===== config.mk =====
export PLATFORM = sky130hd
export DESIGN_NAME = seq_alu
export DESIGN_NICKNAME = d
export VERILOG_FILES = /design/src/rtl/seq_alu.sv
export SDC_FILE = /design/constraint.sdc
export NUM_CORES = 1
export LEC_CHECK = 0
export CORE_UTILIZATION = 35
export DETAILED_ROUTE_END_ITERATION = 12
export PLACE_DENSITY_LB_ADDON = 0.05
export SLEW_MARGIN = 15
export SYNTH_ARGS = -nofsm -noshare
export SYNTH_HDL_FRONTEND = slang
export SYNTH_SLANG_ARGS = --single-unit
export TNS_END_PERCENT = 100

===== constraint.sdc =====
create_clock -name clk_i -period 0.8 [get_ports clk_i]
set_input_delay 0.16 -clock clk_i [delete_from_list [all_inputs] [get_ports clk_i]]
set_output_delay 0.16 -clock clk_i [all_outputs]
set_load 0.01 [all_outputs]

===== src/rtl/seq_alu.sv =====
// Sequential ALU: single-cycle ADD/SUB/AND/OR plus an optional DATA_W-cycle shift-add multiplier.
// Optional feature macro: SEQ_ALU_MUL_EN (enables the MUL state, counter and multiplier datapath).
module seq_alu #(
   parameter int DATA_W = 32
) (
   input  logic              clk_i,
   input  logic              rst_i,
   input  logic              start_i,
   input  logic [2:0]        ALUCtrl_i,
   input  logic [DATA_W-1:0] data1_i,
   input  logic [DATA_W-1:0] data2_i,
   output logic [DATA_W-1:0] data_o,
   output logic              Zero_o,
   output logic              busy_o,
   output logic              done_o,
   output logic              err_o
);

   localparam logic [2:0] OP_ADD = 3'b001;
   localparam logic [2:0] OP_SUB = 3'b010;
   localparam logic [2:0] OP_AND = 3'b011;
   localparam logic [2:0] OP_OR  = 3'b100;
   localparam logic [2:0] OP_MUL = 3'b101;

   // Returns {err, result}; any code without a single-cycle meaning is illegal.
   function automatic logic [DATA_W:0] alu_op(input logic [2:0]        op,
                                              input logic [DATA_W-1:0] a,
                                              input logic [DATA_W-1:0] b);
      case (op)
         OP_ADD:  return {1'b0, a + b};
         OP_SUB:  return {1'b0, a - b};
         OP_AND:  return {1'b0, a & b};
         OP_OR:   return {1'b0, a | b};
         default: return {1'b1, {DATA_W{1'b0}}};
      endcase
   endfunction

   logic              load_res;
   logic              err_d;
   logic [DATA_W-1:0] res_d;

`ifdef SEQ_ALU_MUL_EN
   localparam int CNT_W = (DATA_W > 1) ? $clog2(DATA_W) : 1;
   localparam logic [CNT_W-1:0] CNT_LAST = CNT_W'(DATA_W - 1);

   typedef enum logic {S_IDLE, S_MUL} state_t;

   state_t            state, state_nxt;
   logic [CNT_W-1:0]  cnt;
   logic [DATA_W-1:0] mcand, mplier, acc, acc_nxt;
   logic              mul_start;

   assign mul_start = (state == S_IDLE) && start_i && (ALUCtrl_i == OP_MUL);
   assign acc_nxt   = acc + (mplier[0] ? mcand : {DATA_W{1'b0}});
   assign busy_o    = (state == S_MUL);

   always_comb begin
      state_nxt = state;
      load_res  = 1'b0;
      err_d     = 1'b0;
      res_d     = '0;
      case (state)
         S_IDLE: begin
            if (start_i) begin
               if (ALUCtrl_i == OP_MUL) begin
                  state_nxt = S_MUL;
               end else begin
                  load_res       = 1'b1;
                  {err_d, res_d} = alu_op(ALUCtrl_i, data1_i, data2_i);
               end
            end
         end
         S_MUL: begin
            if (cnt == CNT_LAST) begin
               state_nxt = S_IDLE;
               load_res  = 1'b1;
               res_d     = acc_nxt;
            end
         end
         default: state_nxt = S_IDLE;
      endcase
   end

   always_ff @(posedge clk_i or negedge rst_i) begin
      if (!rst_i) begin
         state <= S_IDLE;
         cnt   <= '0;
      end else begin
         state <= state_nxt;
         if (mul_start)
            cnt <= '0;
         else if (state == S_MUL)
            cnt <= cnt + 1'b1;
      end
   end

   // Multiplier datapath: operands latched at start so later input changes cannot leak in.
   always_ff @(posedge clk_i) begin
      if (mul_start) begin
         mcand  <= data1_i;
         mplier <= data2_i;
         acc    <= '0;
      end else if (state == S_MUL) begin
         mcand  <= mcand << 1;
         mplier <= mplier >> 1;
         acc    <= acc_nxt;
      end
   end
`else
   assign busy_o = 1'b0;

   always_comb begin
      load_res       = start_i;
      {err_d, res_d} = alu_op(ALUCtrl_i, data1_i, data2_i);
   end
`endif

   // Result registers: written only on completion and held otherwise.
   always_ff @(posedge clk_i or negedge rst_i) begin
      if (!rst_i) begin
         data_o <= '0;
         Zero_o <= 1'b0;
         done_o <= 1'b0;
         err_o  <= 1'b0;
      end else begin
         done_o <= load_res;
         err_o  <= load_res & err_d;
         if (load_res) begin
            data_o <= res_d;
            Zero_o <= (res_d == '0);
         end
      end
   end

endmodule


==> metrics list <==
* Number of global-route vias before repair: 7081
* Post-route cell area: 10700 um2
- Clock skew on the completed layout was measured at 0 ns.
* Tightest Pin Transition: 0.494 ns
- Max IR drop VDD: 0.780 mV
- In the synthesized netlist the async set-or-reset flop fraction comes to 100%.
* Worst path most repeated cell: sky130_fd_sc_hd__nand2_2
- P&R area growth vs syn: 117%
- Remaining global-route overflow: 0
* Worst Setup End Kind: flop
* Number of flops mapped to enable cells by yosys: 0
* Global placer's final weighted congestion: 0.944
- Synth warn: 0
- CTS Sinks: 35
- Placed instance area: 8580 um2
- Global-route wire length before repair: 35.8 mm
* Root buf cell: sky130_fd_sc_hd__clkbuf_16
- Data arrival time at the worst-slack endpoint: 4.09 ns
- Cell leakage power: 4.84 nW
- The final route contains 7305 vias.
* Data required, critical path: 1.00 ns
- In this run the deepest clock path goes through 2 buffers.
* Endpoint of the worst-slack reg-to-reg timing path: data_o[24]
* Syn Std Cell Area: 4900 um2
- Post-detailed-route wirelength per cell: 19.5 um
- Counting flops and latches in the post-synthesis netlist gives 35.
* Commonest cells post-synth: sky130_fd_sc_hd__nand2_1 (78), sky130_fd_sc_hd__nor2_1 (74), sky130_fd_sc_hd__a21oi_1 (59), sky130_fd_sc_hd__o21ai_0 (38), sky130_fd_sc_hd__dfrtp_1 (35)
- Kind of cell adding the most delay to the critical path: simple AND/OR/NAND/NOR gates
- Fill cells in the final layout number 921.
- In this run the worst path has a maximum fanout of 4.
* Worst min-delay path class: in2async
- First-pass iteration count of the detailed router: 5
- Failing checks: setup timing
- Endpoints failing hold: 0
- Summed over all failing endpoints, the final setup total negative slack is -76.69 ns.
* Overall routing resource usage: 31.5%
* Worst-case setup margin in the final layout: -3.09 ns
* Total of max-cap violations: 0
* Post-synthesis cell type with the largest combined area: sky130_fd_sc_hd__dfrtp_1
- The flow ran to the end, but the final reports show violations.
- Main synth FF type: sky130_fd_sc_hd__dfrtp_1
- Area fraction of the dominant cell type after synthesis: 17.9%
- Number of DRC markers in iteration 0: 484
* Average instance area after synthesis: 7.31 um2
- Among all cell types in the netlist, the one instantiated most often is sky130_fd_sc_hd__nand2_1.
- Post-layout instance count excluding filler cells: 1288
- Total power per unit cell area: 1250 nW/um2
- Launching element of the worst setup path: data2_i[10]
- Worst r2r src: data_o[24]
- Die Outline Area: 14500 um2
- The H-tree generated during clock tree synthesis spans 2 levels.
- CP startpoint kind: primary input
- Entering global routing, the biggest net connects 50 pins.
- The final critical path takes up 486% of the cycle.
- Max Freq: 0.257 GHz
- Number of diodes added for antenna fixing: 0
* Core Box Area: 13500 um2
- When the netlist entered floorplanning its net count stood at 775.
- Post-layout nets: 1216
* Io pins: 106
* Unrepaired setup endpoints after global routing: yes
- Number of buffers created by CTS: 5
* Number of antenna violations at the first check in global routing: 0
- Register clock-pin slew on the reported worst setup and hold paths: 0.05 ns
- TritonCTS built the clock tree.
- The count of nets left with antenna violations once routing finished came out at 0.
* Start-to-end type of the worst setup path: in2reg
* Placement row count: 42
- Cells taking the most area after synthesis: sky130_fd_sc_hd__dfrtp_1 (18%), sky130_fd_sc_hd__ha_1 (8.7%), sky130_fd_sc_hd__a21oi_1 (6.0%)
- In this run the register-to-register setup slack is -0.11 ns.
- Sequential elements use 17.9% of the synthesized area.
* Buf/Inv on CP: 3
* Die boundary width: 120 um
- The routed design has 25.2 mm of wire.
- Y dimension of the die: 120 um
- Cell count after placement: 1189
- Measured in cells, the most critical reg-to-reg path has a length of 4.
- Crit-path cells: dlygate4sd2_1 -> inv_2 -> nand2_2 -> nor4_4 -> nand2_2 -> nor2_4 -> buf_6 -> a21oi_4 -> xnor2_2 -> ha_4 -> a21o_1 -> a31oi_4 -> o21ai_1 -> nor2_1 -> a211oi_2 -> a211o_1 -> or4_4 -> nor4b_2 -> nand4_1 -> o2bb2ai_2
- Number of standard cells after synthesis: 670
- For the worst-skew pair, the clock arrives at the later sink with an insertion delay of 0.28 ns.
- Buffers added on ports: 104
- Endpoints failing setup: 68
- The routed design could run at a clock period as short as 3.89 ns.
- Number of design rule violations left after detail routing: 0
* Max Transition Viols Final: 0
- Slew margin rel.: 66.9%
- Cell with the biggest individual delay on the critical path: sky130_fd_sc_hd__or4_4
- Once the floorplan was initialized, standard cells occupied 36.4% of the core.
* CP peak stage delay: 0.53 ns
- Half-perimeter wire length of the detailed placement result: 17.4 mm
- In this run, distinct cell masters in the synthesized netlist total 75.
* Vias per cell: 5.67
- Proportion of layout cells with a drive suffix above 1: 60.9%
[through the flow]
step | worst slack, ns | hold slack, ns | power, W | utilization [%]
floorplan | -2.74 | -0.136 | 0.00552 | -
global placement | -3.68 | 0.489 | 0.00911 | 63.8
finish | -3.09 | 0.263 | 0.0133 | 79.2
detailed placement | -3.70 | 0.492 | 0.00921 | 63.8
CTS | -3.06 | 0.269 | 0.0119 | 71.2
global route | -3.26 | 0.275 | 0.0140 | 79.2
[layer usage]
| layer | global-route usage (%) | vias up | share of wire [%] |
|---|---|---|---|
| li1 | - | 3367 | - |
| met1 | 36.8 | 3549 | 40 |
| met2 | 56.2 | 296 | 50 |
| met3 | 5.75 | 93 | 5.2 |
| met4 | 13.3 | 0 | 4.5 |
| met5 | 0 | - | 0 |
[repair_timing]
action	CTS	global route
gates resized for setup	383	145
hold buffers	0	0
hold endpoints to repair	0	0
setup buffers	55	53
pin swaps	122	112
endpoints found under the setup margin	69	69
[flip-flops by register name (all words and copies together) (netlist names)]
| register | count |
|---|---|
| Zero_o | 1 |
| done_o | 1 |
| data_o | 32 |
| err_o | 1 |
[logic make-up after synthesis]
logic type | count (synthesis) | synth area share [%]
adders and majority gates | 35 | 9.09
muxes | 16 | 3.55
buffers and inverters | 56 | 4.65
AOI/OAI and AO/OA | 220 | 30.2
DFF | 35 | 17.9
and+or+nand+nor | 262 | 26.5
other | 1 | 0.0765
xor gates and xnor gates | 45 | 8.04
[worst max path at each step]
stage / endpoint / slack, ns / cells after the start
after floorplan: Zero_o / -2.74 / 18
after global placement: Zero_o / -3.68 / 19
after detailed placement: Zero_o / -3.70 / 22
after CTS: Zero_o / -3.06 / 20
after global routing: Zero_o / -3.26 / 24
final: Zero_o / -3.09 / 20
[layout by cell type (no fill, tap or decap), types with 7 or more instances in the layout]
cell	count
sky130_fd_sc_hd__a21o_1	14
sky130_fd_sc_hd__a21oi_1	24
sky130_fd_sc_hd__a21oi_2	27
sky130_fd_sc_hd__a21oi_4	9
sky130_fd_sc_hd__a31oi_4	7
sky130_fd_sc_hd__buf_12	7
sky130_fd_sc_hd__buf_2	36
sky130_fd_sc_hd__buf_4	307
sky130_fd_sc_hd__buf_6	66
sky130_fd_sc_hd__clkdlybuf4s50_1	46
sky130_fd_sc_hd__dfrtp_1	35
sky130_fd_sc_hd__ha_1	14
sky130_fd_sc_hd__ha_4	14
sky130_fd_sc_hd__inv_1	13
sky130_fd_sc_hd__nand2_1	64
sky130_fd_sc_hd__nand2_2	9
sky130_fd_sc_hd__nand3_1	11
sky130_fd_sc_hd__nand4_1	13
sky130_fd_sc_hd__nor2_1	51
sky130_fd_sc_hd__nor2_2	10
sky130_fd_sc_hd__nor2_4	14
sky130_fd_sc_hd__nor3_4	8
sky130_fd_sc_hd__o211ai_1	7
sky130_fd_sc_hd__o21ai_0	17
sky130_fd_sc_hd__o21ai_1	8
sky130_fd_sc_hd__o21ai_2	14
sky130_fd_sc_hd__xnor2_1	17
sky130_fd_sc_hd__xnor2_2	12
sky130_fd_sc_hd__xor2_1	10
[where the power goes]
group / internal, W / switching, W
clock network: 0.00115 / 0.000691
registers: 0.00202 / 0.000138
logic: 0.00494 / 0.00441
[layout make-up]
cell class | instances | area [um2] | share of cell area [%]
multi-input cells | 579 | 5410 | 50.7
clock inverters | 1 | 5.00 | 0.0470
repair buffers | 472 | 3940 | 36.9
well taps | 176 | 220 | 2.07
inverters | 18 | 80.1 | 0.751
flip-flops and latches | 35 | 876 | 8.22
clock buffers | 7 | 133 | 1.24
(Power assumes the default switching activity.)
